## src/rtl/qspi_rr_arbiter.sv

```systemverilog
// qspi_rr_arbiter: round-robin owner selection for the shared QSPI mux.
// Enforces a chip-select idle gap between owners and, optionally, a maximum
// tenure after which the grant is revoked and the owner is locked out until
// it drops its request.
module qspi_rr_arbiter #(
   parameter int N          = 4,
   parameter int GAP_CYCLES = 2,
   parameter int MAX_TENURE = 0,
   parameter int TW         = 16
) (
   input  logic                   clk,
   input  logic                   resetn,
   input  logic [N-1:0]           request,
   output logic [N-1:0]           grant,
   output logic [$clog2(N)-1:0]   mux_sel,
   output logic                   mux_valid,
   output logic                   timeout,
   output logic [$clog2(N)-1:0]   timeout_id
);

   localparam int LW = $clog2(N);
   localparam int GW = (GAP_CYCLES < 2) ? 1 : $clog2(GAP_CYCLES);
   localparam logic [TW-1:0] TEN_LIM = TW'(MAX_TENURE - 1);
   localparam logic [GW-1:0] GAP_LOAD = GW'(GAP_CYCLES - 1);

   typedef enum logic [1:0] {IDLE = 2'd0, OWNED = 2'd1, GAP = 2'd2} state_t;

   state_t          state_r, state_n;
   logic [LW-1:0]   owner_r, owner_n;
   logic [LW-1:0]   last_r, last_n;
   logic [TW-1:0]   tenure_r, tenure_n;
   logic [GW-1:0]   gap_r, gap_n;
   logic [N-1:0]    lockout_r, lockout_n;
   logic [N-1:0]    grant_n;
   logic [LW-1:0]   sel_n;
   logic            valid_n;
   logic            timeout_n;
   logic [LW-1:0]   tid_n;
   logic            release_s, revoke_s, arb_s;
   logic [N-1:0]    excl_s, elig_s;
   logic [LW:0]     pick_s;

   // One-hot vector for an index.
   function automatic logic [N-1:0] onehot(input logic [LW-1:0] idx);
      logic [N-1:0] v;
      v = '0;
      v[idx] = 1'b1;
      return v;
   endfunction

   // First eligible index searching from (from+1) mod N with wrap; MSB = found.
   function automatic logic [LW:0] rr_pick(input logic [N-1:0] elig, input logic [LW-1:0] from);
      logic [LW:0] res;
      int          idx;
      res = '0;
      for (int k = 1; k <= N; k++) begin
         idx = (int'(from) + k) % N;
         if (!res[LW] && elig[idx]) begin
            res = {1'b1, LW'(idx)};
         end else begin
            res = res;
         end
      end
      return res;
   endfunction

   // Next-state, arbitration, watchdog and lockout bookkeeping.
   always_comb begin
      state_n   = state_r;
      owner_n   = owner_r;
      last_n    = last_r;
      tenure_n  = tenure_r;
      gap_n     = gap_r;
      grant_n   = grant;
      timeout_n = 1'b0;
      tid_n     = timeout_id;
      lockout_n = lockout_r & request;
      arb_s     = 1'b0;
      release_s = ~request[owner_r];
      revoke_s  = (MAX_TENURE != 0) && request[owner_r] && (tenure_r == TEN_LIM);
      // A revoked owner must not win the same-edge handoff.
      if (state_r == OWNED && revoke_s) begin
         excl_s = onehot(owner_r);
      end else begin
         excl_s = '0;
      end
      elig_s = request & ~lockout_r & ~excl_s;
      pick_s = rr_pick(elig_s, last_r);

      case (state_r)
         IDLE: begin
            arb_s = 1'b1;
         end
         OWNED: begin
            if (release_s || revoke_s) begin
               grant_n = '0;
               if (!release_s) begin
                  timeout_n          = 1'b1;
                  tid_n              = owner_r;
                  lockout_n[owner_r] = 1'b1;
               end else begin
                  timeout_n = 1'b0;
               end
               if (GAP_CYCLES == 0) begin
                  arb_s = 1'b1;
               end else begin
                  gap_n   = GAP_LOAD;
                  state_n = GAP;
               end
            end else if (tenure_r != {TW{1'b1}}) begin
               tenure_n = tenure_r + TW'(1);
            end else begin
               tenure_n = tenure_r;
            end
         end
         GAP: begin
            if (gap_r == GW'(0)) begin
               arb_s = 1'b1;
            end else begin
               gap_n = gap_r - GW'(1);
            end
         end
         default: begin
            state_n = IDLE;
            grant_n = '0;
         end
      endcase

      if (arb_s) begin
         if (pick_s[LW]) begin
            owner_n  = pick_s[LW-1:0];
            last_n   = pick_s[LW-1:0];
            grant_n  = onehot(pick_s[LW-1:0]);
            tenure_n = '0;
            state_n  = OWNED;
         end else begin
            grant_n = '0;
            state_n = IDLE;
         end
      end else begin
         arb_s = 1'b0;
      end

      valid_n = |grant_n;
      if (valid_n) begin
         sel_n = owner_n;
      end else begin
         sel_n = '0;
      end
   end

   // State and registered outputs; asynchronous clear to the post-reset priority.
   always_ff @(posedge clk or negedge resetn) begin
      if (!resetn) begin
         state_r    <= IDLE;
         owner_r    <= '0;
         last_r     <= LW'(N - 1);
         tenure_r   <= '0;
         gap_r      <= '0;
         lockout_r  <= '0;
         grant      <= '0;
         mux_sel    <= '0;
         mux_valid  <= 1'b0;
         timeout    <= 1'b0;
         timeout_id <= '0;
      end else begin
         state_r    <= state_n;
         owner_r    <= owner_n;
         last_r     <= last_n;
         tenure_r   <= tenure_n;
         gap_r      <= gap_n;
         lockout_r  <= lockout_n;
         grant      <= grant_n;
         mux_sel    <= sel_n;
         mux_valid  <= valid_n;
         timeout    <= timeout_n;
         timeout_id <= tid_n;
      end
   end

endmodule

```

## config.mk

```make
export PLATFORM = sky130hd
export DESIGN_NAME = qspi_rr_arbiter
export DESIGN_NICKNAME = d
export VERILOG_FILES = /design/src/rtl/qspi_rr_arbiter.sv
export SDC_FILE = /design/constraint.sdc
export NUM_CORES = 1
export LEC_CHECK = 0
export ABC_AREA = 1
export BUFFER_PORTS_ARGS = -buffer_cell sky130_fd_sc_hd__buf_2
export CAP_MARGIN = 20
export CORE_MARGIN = 3
export CORE_UTILIZATION = 60
export CTS_CLUSTER_SIZE = 8
export DETAILED_ROUTE_END_ITERATION = 16
export PLACE_DENSITY = 0.84
export SLEW_MARGIN = 20
export SYNTH_ARGS = -nofsm -noshare
export SYNTH_HDL_FRONTEND = slang
export SYNTH_SLANG_ARGS = --single-unit
```

## constraint.sdc

```tcl
create_clock -name clk -period 2.6 [get_ports clk]
set_input_delay 0.52 -clock clk [delete_from_list [all_inputs] [get_ports clk]]
set_output_delay 0.52 -clock clk [all_outputs]
set_load 0.02 [all_outputs]
```

==> results.yml <==
run_status:
  status: "finished clean"
yosys:
  async_flop_share_pct: 100
  synth_seq_area_share_pct: 37.5
  synth_most_common_cell: "nand2_1"
  synth_ff_type: "dfrtp_1"
  netlist_area_um2: 1210
  syn_inst: 151
  ys_ff_latch: 18
  synth_top_cell_by_area: "dfrtp_1"
  synth_edf_count: 0
  avgSynthCellArea_um2: 8.00
  synthTopCellsByArea: "dfrtp_1, nand2_1, nand2_2"
  synth_cell_types: 24
  synthTopCellsByCount: "nand2_1, inv_1, dfrtp_1"
  yosysWarnings: 0
  netlist.area_leader.share_pct: 33.1
floorplan:
  die_h_um: 50.9
  rows: 15
  io_pins: 16
  initial_core_util_pct: 66.4
  die_area_um2: 2590
  die_w_um: 50.9
  core_area_um2: 1820
detailed_routing:
  viasPerCell: 5.21
  wl_um: 2340
  drtAntennaViolNets: 0
  num_vias: 990
  drc: 0
  wl_per_cell_um: 12.3
  firstDrtPassIters: 4
  drtIter0Drc: 10
clock_network:
  h-tree-depth: 1
  tritoncts: "done"
  clk_latency_ps: 290
  cts_resized: 0
  cts_buffer_depth: 2
  root_buffer: "clkbuf_4"
  cts.sinks: 18
  cts_made_buffers: 3
  clkTransAtPathRegs_ps: 100
  post-cts-setup-buffers: 0
  ctsHoldBuffers: 0
grt:
  grt_first_pass_wirelength_um: 4190
  gr-total-overflow: 0
  antenna_found_initial: 0
  grtUsageTotal_pct: 21.1
  grt_pass1_vias: 990
  grt_max_degree: 19
placement:
  dpl_cell_area_um2: 1270
  dp_hpwl_um: 1910
  port_buffers: 12
  pre_cts_slack_ps: 630
  place.gp.congestion: 0.928
setup_path:
  reg2reg_to: "mux_sel[1]"
  crit_chain: "nand3_1 -> nand2_1 -> nand2_2 -> nand2_2 -> nor2_4 -> nand3_1 -> nand2_1 -> nor2_2 -> nor2_1 -> a21oi_1 -> a21oi_1"
  r2r_setup_slack_ps: 600
  cp-start-kind: "register"
  worstPathRequired_ps: 2770
  worst_path_largest_cell_delay_ps: 660
  reg2reg_depth: 11
  path_max_fanout: 8
  arrival_ps: 2170
  crit_type: "register to register"
  cp_slowest_cell: "dfstp_2"
  crit_path_end_kind: "register"
  rr_startpoint: "last_r[0]"
cells_and_area:
  syn_to_final_growth_pct: 8.39
  fill_cells: 156
  multiInputGateArea_um2: 643
  nets: 176
  layout-drive-gt1-share_pct: 33.3
  regArea_um2: 453
  antenna-diode-count: 0
  design_area_um2: 1310
  utilization_pct: 72.0
timing:
  slew_violations: 0
  fin_skew_ps: 6.14
  fin_crit_sh_pct: 76.8
  finalSetupViolations: 0
  fin_tns_setup_ps: 0
  worst_slack_ps: 602
  fmax_mhz: 501
  hold_viol: 0
  fin_crit_ps: 2000
  rsz0062_at_grt: "false"
power_and_ir_drop:
  power.total_mw: 1.91
  irDropWorstVdd_mv: 0.830
  cellPowerDensity_nw_per_um2: 1460
  leakage_nw: 0.727
flow_run:
  maxCapViolCount: 0
min_path:
  hold_class: "input pin to async pin"
==> power breakdown <==
part           switching (mW)  total (mW)  internal, mW
registers              0.0791       0.472         0.393
clock network          0.0845       0.170        0.0853
logic                   0.851        1.27         0.421
==> kinds of logic after synthesis <==
group / share of synthesized area [%]
compound gates: 6.94
fa+ha+maj: 4.14
buf+inv: 9.94
flops: 37.5
other cells: 0.310
simple gates: 41.2
==> layer usage <==
| layer | GRT usage (%) | wire length, µm | vias up |
|---|---|---|---|
| met3 | 2.62 | 60 | 6 |
| met1 | 27.7 | 1090 | 461 |
| met4 | 8.07 | 34 | 0 |
| met2 | 35.4 | 1150 | 23 |
| met5 | 0 | 0 | - |
| li1 | - | - | 500 |
==> final cells by class <==
type | instances | area share (%)
sequential | 18 | 34.6
clock buffer | 4 | 2.77
inverter | 21 | 6.59
multi-input combinational | 110 | 49.1
tap | 25 | 2.39
timing repair buffer | 12 | 4.58
==> metrics by stage <==
step	cells	hold slack, ps
final	190	133
after floorplan	153	224
after CTS	190	138
after global placement	186	445
after detailed placement	186	452
after global routing	190	142
==> flip-flops by register name (all words and copies together), names as in the netlist <==
name and flops:
grant 4, mux_valid 1, lockout_r 4, state_r 2, mux_sel 2, last_r 2
gap_r 1, owner_r 2
==> cell usage in the layout (no fill, tap or decap) <==
cell type   n
buf_2      12
nor2_1      8
nand2_2    14
dfrtp_1    16
o21ai_0     6
nand3b_2    1
inv_4       1
inv_6       1
clkbuf_4    3
inv_1      17
dfstp_2     2
nand3_1    10
nor2_4      3
o21ai_2     1
nand2_4     4
ha_1        4
nand3_2     8
nor2_2      2
nand2_1    36
inv_2       2
o21bai_1    2
conb_1      3
a21oi_1     6
clkbuf_8    1
nand4_1     2
==> how the worst max path moves through the flow <==
stage / startpoint / end / slack (ps) / cells after the start
2_1_floorplan: last_r[0] / mux_sel[1] / 840 / 14
3_3_place_gp: request[0] / mux_sel[0] / 690 / 13
3_5_place_dp: request[2] / mux_sel[0] / 630 / 13
4_1_cts: last_r[0] / mux_sel[1] / 620 / 11
5_1_grt: last_r[0] / owner_r[1] / 470 / 11
6_report: last_r[0] / mux_sel[1] / 600 / 11
==> critical path: cells and delay by family (launching register included) <==
kind | cells | cell delay [ps]
DFF | 1 | 660
AOI/OAI and AO/OA | 2 | 280
and+or+nand+nor | 9 | 940
Power figures use the tool's default switching activity.
